File: config.mk
export PLATFORM = sky130hd
export DESIGN_NAME = timer_ctc_flat
export DESIGN_NICKNAME = d
export VERILOG_FILES = /design/src/rtl/ctc_pkg.sv /design/src/rtl/ctc_if.sv /design/src/rtl/ctc_channel.sv /design/src/rtl/timer_ctc.sv /design/src/flat_wrapper.sv
export SDC_FILE = /design/constraint.sdc
export NUM_CORES = 1
export LEC_CHECK = 0
export CAP_MARGIN = 15
export CORE_MARGIN = 4
export CORE_UTILIZATION = 35
export CTS_CLUSTER_DIAMETER = 60
export DETAILED_ROUTE_END_ITERATION = 7
export PLACE_DENSITY = 0.61
export SYNTH_ARGS = -nofsm -noshare
export SYNTH_HDL_FRONTEND = slang
export SYNTH_SLANG_ARGS = --single-unit
File: constraint.sdc
create_clock -name clock -period 6.6 [get_ports clock]
set_clock_uncertainty 0.1 [all_clocks]
set_input_delay 1.32 -clock clock [delete_from_list [all_inputs] [get_ports clock]]
set_output_delay 1.32 -clock clock [all_outputs]
set_load 0.02 [all_outputs]
File: src/rtl/ctc_pkg.sv
// ctc_pkg: shared register map, ctrl/status bit positions and status packing for timer_ctc
package ctc_pkg;

    typedef enum logic [1:0] {
        CTC_CTRL0 = 2'b00,
        CTC_CTRL1 = 2'b01,
        CTC_VAL0  = 2'b10,
        CTC_VAL1  = 2'b11
    } ctc_reg_e;

    localparam int MODE_BIT   = 0;
    localparam int REPEAT_BIT = 1;
    localparam int DONE_BIT   = 0;
    localparam int RUN_BIT    = 15;

    // Builds the ctrl/status read word from a channel's running and done flags.
    function automatic logic [15:0] status_word(input logic run, input logic done);
        status_word = '0;
        status_word[RUN_BIT] = run;
        status_word[DONE_BIT] = done;
    endfunction

endpackage

File: src/rtl/ctc_if.sv
// ctc_if: CPU-side IO bus of the counter/timer block (chip select, strobes, index, data)
interface ctc_if;

    logic        ctccs;
    logic        ctcwrite;
    logic        ctcread;
    logic [1:0]  ctcaddr;
    logic [15:0] ctcwdata;
    logic [15:0] ctcrdata;

    modport master (
        output ctccs, ctcwrite, ctcread, ctcaddr, ctcwdata,
        input  ctcrdata
    );

    modport slave (
        input  ctccs, ctcwrite, ctcread, ctcaddr, ctcwdata,
        output ctcrdata
    );

endinterface

File: src/rtl/ctc_channel.sv
// ctc_channel: one timer/counter channel; expiry pulse registers exist only with CTC_PULSE_OUT_EN
module ctc_channel
    import ctc_pkg::*;
#(
    parameter int CNT_WIDTH = 16
) (
    input  logic        clock,
    input  logic        prst,
    input  logic        wr_ctrl_i,
    input  logic        wr_val_i,
    input  logic        rd_ctrl_i,
    input  logic [15:0] wdata_i,
    input  logic        pulse_i,
    output logic [15:0] status_o,
    output logic [15:0] value_o,
    output logic        pulse_n_o
);

    logic                 mode_q, mode_d;
    logic                 rpt_q, rpt_d;
    logic                 run_q, run_d;
    logic                 done_q, done_d;
    logic [CNT_WIDTH-1:0] init_q, init_d;
    logic [CNT_WIDTH-1:0] cur_q, cur_d;
    logic [2:0]           sync_q;
    logic [CNT_WIDTH-1:0] wval;
    logic                 tick;
    logic                 expire;

    // sync_q[1:0] is the two-flop synchronizer, sync_q[2] remembers the previous synchronized level
    assign wval   = wdata_i[CNT_WIDTH-1:0];
    assign tick   = mode_q ? (sync_q[1] & ~sync_q[2]) : 1'b1;
    assign expire = run_q & tick & (cur_q == CNT_WIDTH'(1)) & ~wr_ctrl_i & ~wr_val_i;

    // Next state: ctrl write stops the channel, value write (re)arms it, otherwise count/expire
    always_comb begin
        mode_d = mode_q;
        rpt_d  = rpt_q;
        run_d  = run_q;
        done_d = done_q;
        init_d = init_q;
        cur_d  = cur_q;
        if (wr_ctrl_i) begin
            mode_d = wdata_i[MODE_BIT];
            rpt_d  = wdata_i[REPEAT_BIT];
            run_d  = 1'b0;
            done_d = 1'b0;
        end else if (wr_val_i) begin
            init_d = wval;
            cur_d  = wval;
            run_d  = |wval;
        end else begin
            if (expire) begin
                cur_d = rpt_q ? init_q : '0;
                run_d = rpt_q;
            end else if (run_q && tick && cur_q != '0) begin
                cur_d = cur_q - CNT_WIDTH'(1);
            end
            done_d = expire | (done_q & ~rd_ctrl_i);
        end
    end

    // Channel state registers
    always_ff @(posedge clock or negedge prst) begin
        if (!prst) begin
            mode_q <= 1'b0;
            rpt_q  <= 1'b0;
            run_q  <= 1'b0;
            done_q <= 1'b0;
            init_q <= '0;
            cur_q  <= '0;
        end else begin
            mode_q <= mode_d;
            rpt_q  <= rpt_d;
            run_q  <= run_d;
            done_q <= done_d;
            init_q <= init_d;
            cur_q  <= cur_d;
        end
    end

    // Synchronizer and edge register for the external event input
    always_ff @(posedge clock or negedge prst) begin
        if (!prst) begin
            sync_q <= '0;
        end else begin
            sync_q <= {sync_q[1:0], pulse_i};
        end
    end

`ifdef CTC_PULSE_OUT_EN
    logic pulse_n_q;

    // Active-low expiry pulse, one clock wide, in the cycle after the expiry edge
    always_ff @(posedge clock or negedge prst) begin
        if (!prst) begin
            pulse_n_q <= 1'b1;
        end else begin
            pulse_n_q <= ~expire;
        end
    end

    assign pulse_n_o = pulse_n_q;
`else
    assign pulse_n_o = 1'b1;
`endif

    assign status_o = status_word(run_q, done_q);
    assign value_o  = 16'(cur_q);

endmodule

File: src/rtl/timer_ctc.sv
// timer_ctc: two-channel counter/timer on the CPU IO bus; define CTC_PULSE_OUT_EN for expiry pulses
module timer_ctc
    import ctc_pkg::*;
#(
    parameter int CNT_WIDTH = 16
) (
    input  logic       clock,
    input  logic       prst,
    ctc_if.slave       bus,
    input  logic [1:0] pulse_in,
    output logic [1:0] pulse_out
);

    logic        wr;
    logic        rd;
    logic [15:0] status [2];
    logic [15:0] value  [2];

    // A simultaneous read and write strobe is treated as a write only
    assign wr = bus.ctccs & bus.ctcwrite;
    assign rd = bus.ctccs & bus.ctcread & ~bus.ctcwrite;

    for (genvar c = 0; c < 2; c++) begin : g_ch
        ctc_channel #(
            .CNT_WIDTH(CNT_WIDTH)
        ) u_ch (
            .clock    (clock),
            .prst     (prst),
            .wr_ctrl_i(wr && bus.ctcaddr == (c == 0 ? CTC_CTRL0 : CTC_CTRL1)),
            .wr_val_i (wr && bus.ctcaddr == (c == 0 ? CTC_VAL0 : CTC_VAL1)),
            .rd_ctrl_i(rd && bus.ctcaddr == (c == 0 ? CTC_CTRL0 : CTC_CTRL1)),
            .wdata_i  (bus.ctcwdata),
            .pulse_i  (pulse_in[c]),
            .status_o (status[c]),
            .value_o  (value[c]),
            .pulse_n_o(pulse_out[c])
        );
    end

    // Combinational read mux, forced to zero while reset is asserted or when not selected
    always_comb begin
        bus.ctcrdata = (prst && rd) ? (bus.ctcaddr[1] ? value[bus.ctcaddr[0]] : status[bus.ctcaddr[0]]) : '0;
    end

endmodule

File: src/flat_wrapper.sv
// flat-port wrapper written by rule: the top's interface ports become plain ports
module timer_ctc_flat import ctc_pkg::*;
#(
    parameter int CNT_WIDTH = 16
)
  (clock, prst, pulse_in, pulse_out, bus_ctccs, bus_ctcwrite, bus_ctcread, bus_ctcaddr, bus_ctcwdata, bus_ctcrdata);
  ctc_if bus_i ();
  input  logic clock;
  input  logic prst;
  input  logic [1:0] pulse_in;
  output logic [1:0] pulse_out;
  input wire logic [$bits(bus_i.ctccs)-1:0] bus_ctccs;
  input wire logic [$bits(bus_i.ctcwrite)-1:0] bus_ctcwrite;
  input wire logic [$bits(bus_i.ctcread)-1:0] bus_ctcread;
  input wire logic [$bits(bus_i.ctcaddr)-1:0] bus_ctcaddr;
  input wire logic [$bits(bus_i.ctcwdata)-1:0] bus_ctcwdata;
  output wire logic [$bits(bus_i.ctcrdata)-1:0] bus_ctcrdata;
  assign bus_i.ctccs = bus_ctccs;
  assign bus_i.ctcwrite = bus_ctcwrite;
  assign bus_i.ctcread = bus_ctcread;
  assign bus_i.ctcaddr = bus_ctcaddr;
  assign bus_i.ctcwdata = bus_ctcwdata;
  assign bus_ctcrdata = bus_i.ctcrdata;
  timer_ctc #(.CNT_WIDTH(CNT_WIDTH)) u_core (.clock(clock), .prst(prst), .bus(bus_i), .pulse_in(pulse_in), .pulse_out(pulse_out));
endmodule
# Word-level counts from Yosys, hierarchy flattened
# Index checks and enable logic that the tools add are counted.
[word_totals]
out_inout_bits = 18
input_bits = 25
regBits = 78
[op_classes]
n_eq_ne = 7
bitwise = 27
muxes = 28
n_addsub = 2
order_cmp = 1
n_reduce_logical = 23
[ops]
columns = ["op", "n"]
rows = [
  ["16-bit 2-to-1 mux", 16],
  ["16-bit by 1-bit == test with 1-bit output (second input constant)", 2],
  ["16-bit nonzero test", 2],
  ["16-bit by 1-bit subtractor with 16-bit output (second input constant)", 2],
  ["16-bit OR reduction", 1],
  ["1-bit bitwise AND", 15],
  ["1-bit 2-to-1 mux", 12],
  ["3-bit nonzero test", 4],
  ["1-bit logical AND", 11],
  ["1-bit inverter", 9],
  ["2-bit AND reduction", 4],
  ["2-bit == test (second input constant)", 2],
  ["2-bit != test (second input constant)", 2],
  ["2-bit by 1-bit == test with 1-bit output (second input constant)", 1],
  ["2-bit >= comparator (second input constant)", 1],
  ["2-bit logical NOT", 1],
  ["1-bit inverter with 2-bit output", 1],
  ["1-bit OR", 2],
]

# Depth between registers and ports, before layout
# Gate-level depths: netlist (run 1).
[logic_depth]
word_depth = 10
ltp_mapped = 10
ltp_nobuf = 8

# Modules after synthesis
# From an unflattened synthesis (run 1), not the netlist that was laid out.
[hier_totals]
cells_unflattened = 586
hier_area_um2 = 5531.6
[modules_own_cells]
columns = ["module", "cells_per_inst", "area_each_um2", "seq_area_each_um2", "n_inst"]
rows = [
  ["ctc_channel at u_core.g_ch[1].u_ch", 296, 2527.4, 975.9, 1],
  ["ctc_channel at u_core.g_ch[0].u_ch", 241, 2443.6, 975.9, 1],
  ["timer_ctc", 49, 560.5, 0.0, 1],
]

# Worst setup path before layout (run 1)
# Ideal clock, no wire load.
[synth_path]
path_type = "input-to-output"
start = "in bus_ctcaddr[1]"
end = "out bus_ctcrdata[13]"
arrival_time_ps = 2601
path_slack_ps = 2579
cell_stages = 6
required_time_ps = 5180
cell_sequence = "clkbuf_1 inv_1 or2_2 clkbuf_1 clkbuf_1 nor2_1"
[synth_between]
elab_chain_len = 2
[synth_rtl]
columns = ["element", "line_no", "text"]
rows = [
  ["start, declared", "flat_wrapper.sv:15", "input wire logic [$bits(bus_i.ctcaddr)-1:0] bus_ctcaddr;"],
  ["16-bit 2-to-1 mux (2 in a row)", "timer_ctc.sv:42", "bus.ctcrdata = (prst && rd) ? (bus.ctcaddr[1] ? value[bus.ctcaddr[0]] : status[bus.ctcaddr[0]]) : '0;"],
  ["end, declared", "flat_wrapper.sv:17", "output wire logic [$bits(bus_i.ctcrdata)-1:0] bus_ctcrdata;"],
]
# Every way passes these cells.

# Final worst setup path (run 1)
[layout_path]
start = "in bus_ctcaddr[1]"
end = "out bus_ctcrdata[2]"
# The elaborated chain is that of the path after synthesis.

==> summary.md, run 1 <==
| Metric | Value |
|---|---|
| Power Total | `1.83 mW` |
| Peak supply drop | `120 µV` |
| DRC viols | `0` |
| RD Place Congestion | `around 0.9` |
| Routed len/inst | `18.4 µm` |
| CTS Hold Bufs | `0` |
| Share of layout cells above drive strength 1 | `7.14%` |
| Worst Hold Depth | `0` |
| CTS buffer count | `9` |
| Max cap viols | `0` |
| Hold Startpoint | `u_core.g_ch[1].u_ch.sync_q[0]$_DFF_PN0_` |
| GRT Util Overall | `19.2%` |
| Crit path largest cell delay | `0.68 ns` |
| Antenna-violating nets left | `0` |
| # fillers | `1238` |
| Final setup fails | `0` |
| Post_cts resized | `0` |
| Crit path from | `bus_ctcaddr[1]` |
| Cell variety after synth | `61` |
| Clock tree buffer depth | `2` |
| WP buf/inv | `3` |
| Die H | `121 µm` |
| Initial antenna violation count | `0` |
| FMAX | `~200 MHz` |
| YS warnings | `0` |
| Crit path cell chain | `clkdlybuf4s50_1, inv_1, or2_2, nor2_1, clkdlybuf4s50_1` |
| Delay-heaviest family, CP | `buffers and inverters` |
| Nets | `584` |
| Relative slew margins | `41.3%` |
| Crit share post-route | `74.0%` |
| Req. time, crit path | `about 5.2 ns` |
| TritonCTS clock tree | `done` |
| Drt initial violations | `395` |
| #FFs+latches synth | `78` |
| Most frequent cell after synthesis | `nand2_1` |
| PwrDens | `345 nW/µm²` |
| Drt total wl | `13500 µm` |
| Status | `completed` |
| Hold WC Path Type | `reg2reg` |
| Crit end category | `output pin` |
| # rows | `41` |
| Vias in the first global route | `3975` |
| Post-CTS Setup Repair Bufs | `0` |
| R2r endpoint | `u_core.g_ch[0].u_ch.value_o[13]$_DFFE_PN0P_` |
| Max Slew Vio Count | `0` |
| Area growth from synthesis to layout | `18.1%` |
| WHS | `between 0.2 and 0.25 ns` |
| Clk_lat worst skew | `0.35 ns` |
| GR Overflow Total | `0` |
| Cell taking the most area after synthesis | `dfrtp_1` |
| Post-Syn Instances | `approximately 530` |
| Post-DP HPWL | `9540 µm` |
| Final Hold Fails | `0` |
| First-pass GRT wire length | `about 22000 µm` |
| Crit path DAT | `3.46 ns` |
| Synth area leaders | `dfrtp_1 (44%), nand2_1 (11%), nor2_1 (3.7%)` |
| Reg-to-Reg Start | `u_core.g_ch[0].u_ch.value_o[0]$_DFFE_PN0P_` |
| Hold endpoint | `u_core.g_ch[1].u_ch.sync_q[1]$_DFF_PN0_` |
| Post-synth ARST share | `100%` |
| Core ar. | `around 13000 µm²` |
| Die Wd | `121 µm` |
| Critical path class | `in2out` |
| Sequential share of the synthesized area | `43.6%` |
| Largest net degree at the start of global routing | `59` |
| # H-tree levels | `3` |
| Least-Margin Pin Slew | `0.875 ns` |
| Primary FF master, synth | `dfrtp_1` |
| Via/cell ratio | `roughly 5.7` |
| Port bufs | `40` |
| Top cell type's share of synthesized area | `43.6%` |
| Mean Syn Cell Area | `between 8 and 9 µm²` |
| Drt pass-1 iters | `5` |
| Clock slew at reported path FFs | `approximately 0.06 ns` |
| Starting Density | `between 30 and 40%` |
| Startpoint types | `input port` |
| Post-Route Setup TNS | `0 ns` |
| Slowest stage cell, crit path | `clkdlybuf4s50_1` |
| RSZ-0062 raised after global routing | `false` |
| Most frequent CP cell | `clkdlybuf4s50_1` |
| DIE AREA | `roughly 15000 µm²` |
| Io pins | `43` |
| DR vias | `4174` |
| Crit path max fanout | `14` |
| Ant. Diodes | `0` |
| Cell Area, Synth | `approximately 4500 µm²` |
| Post-synth EDFFs | `0` |
| Clock root buffer | `clkbuf_16` |
| Clock period minus worst slack | `4.88 ns` |
| Synth cell count leaders | `nand2_1 (136), dfrtp_1 (78), nor2_1 (44)` |
| Leakage | `around 2.4 nW` |
| R2r setup slk | `between 2 and 3 ns` |
| FF-to-FF path depth | `7` |
| Clock sink count | `78` |
## sequential cells by signal, indices dropped and copies added, names as in the netlist
register,flops
u_core.g_ch.u_ch.done_q,2
u_core.g_ch.u_ch.mode_q,2
u_core.g_ch.u_ch.value_o,32
u_core.g_ch.u_ch.init_q,32
u_core.g_ch.u_ch.run_q,2
u_core.g_ch.u_ch.sync_q,6
u_core.g_ch.u_ch.rpt_q,2
## metal layers
metal / vias up / track usage (%) / part of all wire (%)
met3: 20 / 3.36 / 7.8
li1: 1934 / - / -
met1: 2032 / 27.4 / 44
met5: - / 0 / 0
met4: 0 / 7.56 / 2.1
met2: 188 / 28.9 / 46
## layout by cell type (no fill, tap or decap), types with 4 or more instances in the layout
cell type          n
or4_1              6
o21ai_0           16
clkbuf_16          9
a21oi_1           14
o31ai_1            9
ha_1               4
nand3_1           21
nor2_1            44
xnor2_1            6
o211ai_1           6
a22o_1            13
nand2_1          136
or3_1              8
a31oi_1            7
nor3_1            18
inv_1             12
nor4_1            10
a22oi_1            4
buf_4              7
and3_1             4
dfrtp_1           78
o21a_1             5
mux2i_1           16
clkdlybuf4s50_1   39
## logic make-up (layout without fill, tap and decap cells)
logic type	count (synthesis)	after routing	share of synthesized area, %
compound gates	101	101	16.3
xor+xnor	8	8	1.56
fa+ha+maj	4	4	1.12
buf+inv	42	74	4.27
flops	78	78	43.6
mux	20	20	5.08
other cells	1	2	0.0837
simple gates	273	273	28.1
## final cells by class
cell class                 count  area [µm²]  share of cell area (%)
clock buffer                  10         229                    4.33
sequential                    78        1950                    36.9
multi-input combinational    408        2350                    44.3
clock inverter                 6        62.6                    1.18
tap                          172         215                    4.07
inverter                      12        45.0                   0.851
timing repair buffer          46         443                    8.37
## worst max-delay path by stage
stage / endpoint / slack (ns) / cells after the start
6_report: bus_ctcrdata[2] / 1.72 / 5
5_1_grt: bus_ctcrdata[2] / 1.62 / 5
4_1_cts: bus_ctcrdata[2] / 1.74 / 5
3_5_place_dp: bus_ctcrdata[11] / 1.76 / 5
3_3_place_gp: bus_ctcrdata[1] / 1.84 / 5
2_1_floorplan: bus_ctcrdata[13] / 2.58 / 6
## stage by stage
step	instances	utilization, %	cell area [µm²]	worst slack (ns)
2_1_floorplan	528	-	4480	2.58
3_3_place_gp	716	39.8	5000	1.84
3_5_place_dp	716	39.8	5000	1.76
4_1_cts	732	42.1	5290	1.74
5_1_grt	732	42.1	5290	1.62
6_report	732	42.1	5290	1.72
## report_power, final
part | leakage (nW) | switching (mW) | internal [mW]
Clock | 0.134 | 0.203 | 0.292
Sequential | 0.975 | 0.179 | 0.605
Combinational | 1.26 | 0.306 | 0.241
Total | 2.37 | 0.688 | 1.14
(Power assumes the default switching activity.)
==> run 2, diff against run 1 <==
clock period = 4.64 ns   (was 6.6 ns; I/O delays follow)
==> run 2 against run 1 <==
  * Die area did not move
  * Non-clock buffer count rose by 3
  * Combinational power rose by 45%
  * Total power rose by 50%
  * Via count fell by 0.74%
  * Register-to-register slack got worse by 1.6 ns
  * Flip-flop and latch count did not move
  * Final cell count rose by 0.27%
  * Hold slack improved by 0.00098 ns
  * Largest power group unchanged
==> summary.md, run 2 (synthesis gave the netlist of run 1 again) <==
| Metric | Value |
|---|---|
| Post-CTS Setup Repair Bufs | `0 (unchanged)` |
| Vias in the first global route | `4134 (+4.0%)` |
| Startpoint types | `input port` |
| GRT Util Overall | `19.7% (+0.51 points)` |
| Die H | `121 µm (unchanged)` |
| PwrDens | `510 nW/µm² (+48%)` |
| Final setup fails | `0 (unchanged)` |
| Clock root buffer | `clkbuf_16` |
| Via/cell ratio | `5.64 (-1.0%)` |
| RSZ-0062 raised after global routing | `false` |
| Initial antenna violation count | `0 (unchanged)` |
| Core ar. | `12600 µm² (unchanged)` |
| Max cap viols | `0 (unchanged)` |
| Worst Hold Depth | `0 (unchanged)` |
| Clock tree buffer depth | `2 (unchanged)` |
| WHS | `0.249 ns (+0.000978 ns)` |
| Clock sink count | `78 (unchanged)` |
| Starting Density | `35.6% (unchanged)` |
| Area after DPL | `5020 µm² (+0.45%)` |
| Post_cts resized | `0 (unchanged)` |
| Crit end category | `output pin` |
| CTS Hold Bufs | `0 (unchanged)` |
| Post-Route Setup TNS | `0 ns (unchanged)` |
| # rows | `41 (unchanged)` |
| Drt total wl | `14000 µm (+3.6%)` |
| Post-route cell area | `5360 µm² (+1.3%)` |
| First-pass GRT wire length | `22600 µm (+3.2%)` |
| End-of-flow core utilization | `42.7% (+0.55 points)` |
| Clock period minus worst slack | `a little over 4 ns` |
| Io pins | `43 (unchanged)` |
| Die Wd | `121 µm (unchanged)` |
| Clk_lat worst skew | `0.34 ns (about the same)` |
| Leakage | `2.42 nW (+1.9%)` |
| Antenna-violating nets left | `0 (unchanged)` |
| Final Hold Fails | `0 (unchanged)` |
| RD Place Congestion | `0.868 (-3.8%)` |
| Peak supply drop | `226 µV (+88%)` |
| Drt initial violations | `367 (-7.1%)` |
| DRC viols | `0 (unchanged)` |
| Port bufs | `40 (unchanged)` |
| Commonest non-fill, non-tap cell in the layout | `nand2_1` |
| Routed len/inst | `19.0 µm (+3.3%)` |
| Max Slew Vio Count | `0 (unchanged)` |
| Ant. Diodes | `0 (unchanged)` |
| FF-to-FF path depth | `7 (unchanged)` |
| Critical path class | `in2out` |
| Hold WC Path Type | `reg2reg` |
| Crit share post-route | `87.3%` |
| Crit path DAT | `3.02 ns (-0.44 ns)` |
| Area growth from synthesis to layout | `19.7%` |
| Drt pass-1 iters | `4 (-1)` |
| Relative slew margins | `34.3% (-7.0 points)` |
| CTS buffer count | `9 (unchanged)` |
| Crit path max fanout | `14 (unchanged)` |
| TritonCTS clock tree | `done` |
| FMAX | `247 MHz` |
| Status | `completed` |
| Power Total | `2.74 mW (+50%)` |
| Least-Margin Pin Slew | `0.986 ns (+0.111 ns)` |
| Clock slew at reported path FFs | `0.06 ns (about the same)` |
| # H-tree levels | `3 (unchanged)` |
| DR vias | `4143 (-0.74%)` |
| Req. time, crit path | `3.61 ns (-1.57 ns)` |
| DIE AREA | `14700 µm² (unchanged)` |
| Most frequent cells in the layout | `nand2_1 (136), dfrtp_1 (78), nor2_1 (44), clkdlybuf4s50_1 (39), nand3_1 (21)` |
| Post-DP HPWL | `9770 µm (+2.5%)` |
| Share of layout cells above drive strength 1 | `7.47% (+0.33 points)` |
| Largest net degree at the start of global routing | `76 (+29%)` |
| Nets | `587 (+0.51%)` |
| GR Overflow Total | `0 (unchanged)` |
## run 2: path summary, 6_finish.rpt
kind / startpoint / end / slack [ns]
setup / recovery: bus_ctcaddr[1] / bus_ctcrdata[11] / 0.59
hold / removal: u_core.g_ch[1].u_ch.sync_q[0]$_DFF_PN0_ / u_core.g_ch[1].u_ch.sync_q[1]$_DFF_PN0_ / 0.25
setup reg to reg: u_core.g_ch[0].u_ch.value_o[0]$_DFFE_PN0P_ / u_core.g_ch[0].u_ch.value_o[13]$_DFFE_PN0P_ / 1.42
hold reg to reg: u_core.g_ch[1].u_ch.sync_q[0]$_DFF_PN0_ / u_core.g_ch[1].u_ch.sync_q[1]$_DFF_PN0_ / 0.25
max in group asynchronous: prst / u_core.g_ch[1].u_ch.init_q[15]$_DFFE_PN0P_ / 2.97
min in group asynchronous: prst / u_core.g_ch[0].u_ch.done_q$_DFFE_PN0N_ / 0.30
## run 2: layout make-up
cell class / instances / area [µm²]
multi-input cells: 408 / 2350
clock buffers: 11 / 243
clock inverters: 4 / 95.1
well taps: 172 / 215
flip-flops and latches: 78 / 1950
inverters: 12 / 45.0
repair buffers: 49 / 465
fillers: 1249 / 7210
## run 2: critical path, cell delays in order
cell	delay, ns
clkdlybuf4s50_1	0.65
inv_1	0.15
or2_2	0.48
nor2_1	0.17
clkdlybuf4s50_1	0.63
## run 2: routing by layer
layer  GRT usage, %  routed length [µm]
met1           28.2                6400
met2           30.3                6280
met3           3.12                 947
met4           6.86                 320
met5              0                   0
## run 2: per-stage QoR
step / std cells / setup slack, ns
after global placement: 719 / 0.662
after detailed placement: 719 / 0.583
after CTS: 734 / 0.575
after global routing: 734 / 0.472
after floorplan: 528 / 1.40
final: 734 / 0.589
## run 2: power breakdown
| part | total (mW) | switching (mW) | internal [mW] |
|---|---|---|---|
| logic | 0.794 | 0.440 | 0.354 |
| registers | 1.12 | 0.262 | 0.860 |
| clock network | 0.821 | 0.284 | 0.537 |
==> run 3, diff against run 2 <==
DONT_BUFFER_PORTS = 1   (was unset)
PLACE_DENSITY = 0.57   (was 0.61)
==> run 3 against run 2 <==
  * Cell area decreased by 9.0%
  * Final cell count decreased by 6.0%
  * First-iteration DRC count increased by 3.5%
  * Die area unchanged
  * Fmax increased by 18%
  * Highest routed layer unchanged
  * Wire length decreased by 2.2%
  * Combinational power decreased by 8.8%
  * Hold slack got worse by 0.078 ns
  * Via count decreased by 4.5%
  * Clock-buffer cell count decreased by 1
  * Core utilization decreased by 3.8 points
==> summary.md, run 3 (synthesis gave the netlist of run 1 again) <==
| Metric | Value |
|---|---|
| Status | `completed` |
| Crit share post-route | `74.1% (-13 points)` |
| Core ar. | `12600 µm² (unchanged)` |
| Reg area | `1950 µm² (unchanged)` |
| Commonest non-fill, non-tap cell in the layout | `nand2_1` |
| Drt pass-1 iters | `5 (+1)` |
| Max Slew Vio Count | `0 (unchanged)` |
| Crit end category | `register` |
| Post-DP HPWL | `9620 µm (-1.6%)` |
| Die H | `121 µm (unchanged)` |
| R2r endpoint | `u_core.g_ch[0].u_ch.value_o[13]$_DFFE_PN0P_` |
| Drt total wl | `13600 µm (-2.2%)` |
| Post-Route Setup TNS | `0 ns (unchanged)` |
| Clock period minus worst slack | `3.44 ns (-0.613 ns)` |
| Setup WS post-layout | `1.20 ns (+0.613 ns)` |
| DRT met1 WL | `6010 µm (-6.1%)` |
| Clock slew at reported path FFs | `0.06 ns (about the same)` |
| Area growth from synthesis to layout | `8.91%` |
| Crit path max fanout | `31 (+17)` |
| Req. time, crit path | `4.77 ns (+1.16 ns)` |
| Via/cell ratio | `5.73 (+1.5%)` |
| Clock sink count | `78 (unchanged)` |
| Port bufs | `0 (-100%)` |
| # fillers | `1273 (+1.9%)` |
| Post-CTS Setup Repair Bufs | `0 (unchanged)` |
| CTS Hold Bufs | `0 (unchanged)` |
| Crit path DAT | `3.57 ns (+0.55 ns)` |
| Starting Density | `35.6% (unchanged)` |
| FF-to-FF path depth | `8 (+1)` |
| Startpoint types | `register` |
| Ant. Diodes | `0 (unchanged)` |
| Footprint of the multi-input gates | `2350 µm² (unchanged)` |
| GRT Util Overall | `19.6% (-0.041 points)` |
| Clock root buffer | `clkbuf_16` |
| # H-tree levels | `3 (unchanged)` |
| Met3 Wirelength | `1100 µm (+16%)` |
| DR vias | `3955 (-4.5%)` |
| R2r setup slk | `1.20 ns (-0.22 ns)` |
| Hold WC Path Type | `in2async` |
| PwrDens | `522 nW/µm² (+2.3%)` |
| Post-Place Worst Slack | `1.27 ns (+0.689 ns)` |
| RD Place Congestion | `0.893 (+2.9%)` |
| Peak supply drop | `197 µV (-13%)` |
| Leakage | `2.22 nW (-7.9%)` |
| FMAX | `291 MHz (+18%)` |
| Least-Margin Pin Slew | `0.849 ns (-0.138 ns)` |
| Largest net degree at the start of global routing | `80 (+5.3%)` |
| Io pins | `43 (unchanged)` |
| # rows | `41 (unchanged)` |
| Initial antenna violation count | `0 (unchanged)` |
| CTS buffer count | `9 (unchanged)` |
| Nets | `542 (-7.7%)` |
| Max cap viols | `0 (unchanged)` |
| Post-route insts no fill | `690 (-6.0%)` |
| Post_cts resized | `0 (unchanged)` |
| Antenna-violating nets left | `0 (unchanged)` |
| Routed len/inst | `19.8 µm (+4.0%)` |
| DRC viols | `0 (unchanged)` |
| Clock tree buffer depth | `2 (unchanged)` |
| RSZ-0062 raised after global routing | `false` |
| TritonCTS clock tree | `done` |
| Reg-to-Reg Start | `u_core.g_ch[0].u_ch.value_o[1]$_DFFE_PN0P_` |
| Final setup fails | `0 (unchanged)` |
| First-pass GRT wire length | `22200 µm (-1.9%)` |
| GR Overflow Total | `0 (unchanged)` |
| Vias in the first global route | `3873 (-6.3%)` |
| Clk_lat worst skew | `0.35 ns (about the same)` |
| Final Hold Fails | `0 (unchanged)` |
| Met2 routed WL | `6130 µm (-2.5%)` |
| Drt initial violations | `380 (+3.5%)` |
| DIE AREA | `14700 µm² (unchanged)` |
| Critical path class | `reg2reg` |
| Most frequent cells in the layout | `nand2_1 (136), dfrtp_1 (78), nor2_1 (44), nand3_1 (21), nor3_1 (18)` |
| Share of layout cells above drive strength 1 | `7.14% (-0.33 points)` |
| Placed cell count | `674 (-6.3%)` |
| DR top layer | `met4` |
| Relative slew margins | `43.1% (+8.8 points)` |
| Die Wd | `121 µm (unchanged)` |
## run 3: per-stage QoR
stage	utilization [%]	hold WS [ns]	instance area, µm²	power [mW]
after CTS	38.8	0.162	4880	2.55
after global routing	38.8	0.159	4880	2.71
final	38.8	0.171	4880	2.55
after floorplan	-	0.231	4480	1.61
after global placement	36.5	0.237	4590	1.81
after detailed placement	36.5	0.236	4590	1.83
## run 3: power by group
group	switching [mW]	leakage (nW)	total (mW)	internal, mW
registers	0.252	0.975	1.11	0.861
logic	0.404	1.10	0.724	0.320
clock network	0.296	0.146	0.712	0.416
total	0.953	2.22	2.55	1.60
## run 3: cell type report
class                           count  area share (%)
Clock inverter                      6            1.28
Timing Repair Buffer                4           0.615
Sequential cell                    78            40.0
Inverter                           12           0.923
Clock buffer                       10            4.69
Tap cell                          172            4.41
Multi-Input combinational cell    408            48.1
## run 3: how the worst max path moves through the flow
stage / from / to / slack [ns] / cells after the start
2_1_floorplan: bus_ctcaddr[1] / bus_ctcrdata[13] / 1.40 / 6
3_3_place_gp: u_core.g_ch[0].u_ch.value_o[1]$_DFFE_PN0P_ / u_core.g_ch[0].u_ch.value_o[13]$_DFFE_PN0P_ / 1.36 / 8
3_5_place_dp: u_core.g_ch[0].u_ch.value_o[1]$_DFFE_PN0P_ / u_core.g_ch[0].u_ch.value_o[13]$_DFFE_PN0P_ / 1.27 / 8
4_1_cts: u_core.g_ch[0].u_ch.value_o[1]$_DFFE_PN0P_ / u_core.g_ch[0].u_ch.value_o[13]$_DFFE_PN0P_ / 1.24 / 8
5_1_grt: u_core.g_ch[0].u_ch.value_o[1]$_DFFE_PN0P_ / u_core.g_ch[0].u_ch.value_o[13]$_DFFE_PN0P_ / 0.99 / 8
6_report: u_core.g_ch[0].u_ch.value_o[1]$_DFFE_PN0P_ / u_core.g_ch[0].u_ch.value_o[13]$_DFFE_PN0P_ / 1.20 / 8
## run 3: worst max-delay path, stage by stage, from the launching register on
cell	delay, ns
dfrtp_1	0.42
inv_1	0.15
ha_1	0.16
or3b_2	0.44
a2111o_1	0.45
or3_1	0.62
nand3_2	0.53
o21ai_0	0.18
a22o_1	0.27
## run 3: metal layers
| metal | vias to the layer above | global-route usage [%] |
|---|---|---|
| li1 | 1847 | - |
| met1 | 1936 | 27.4 |
| met2 | 145 | 28.6 |
| met3 | 27 | 4.94 |
| met4 | 0 | 9.31 |
| met5 | - | 0 |
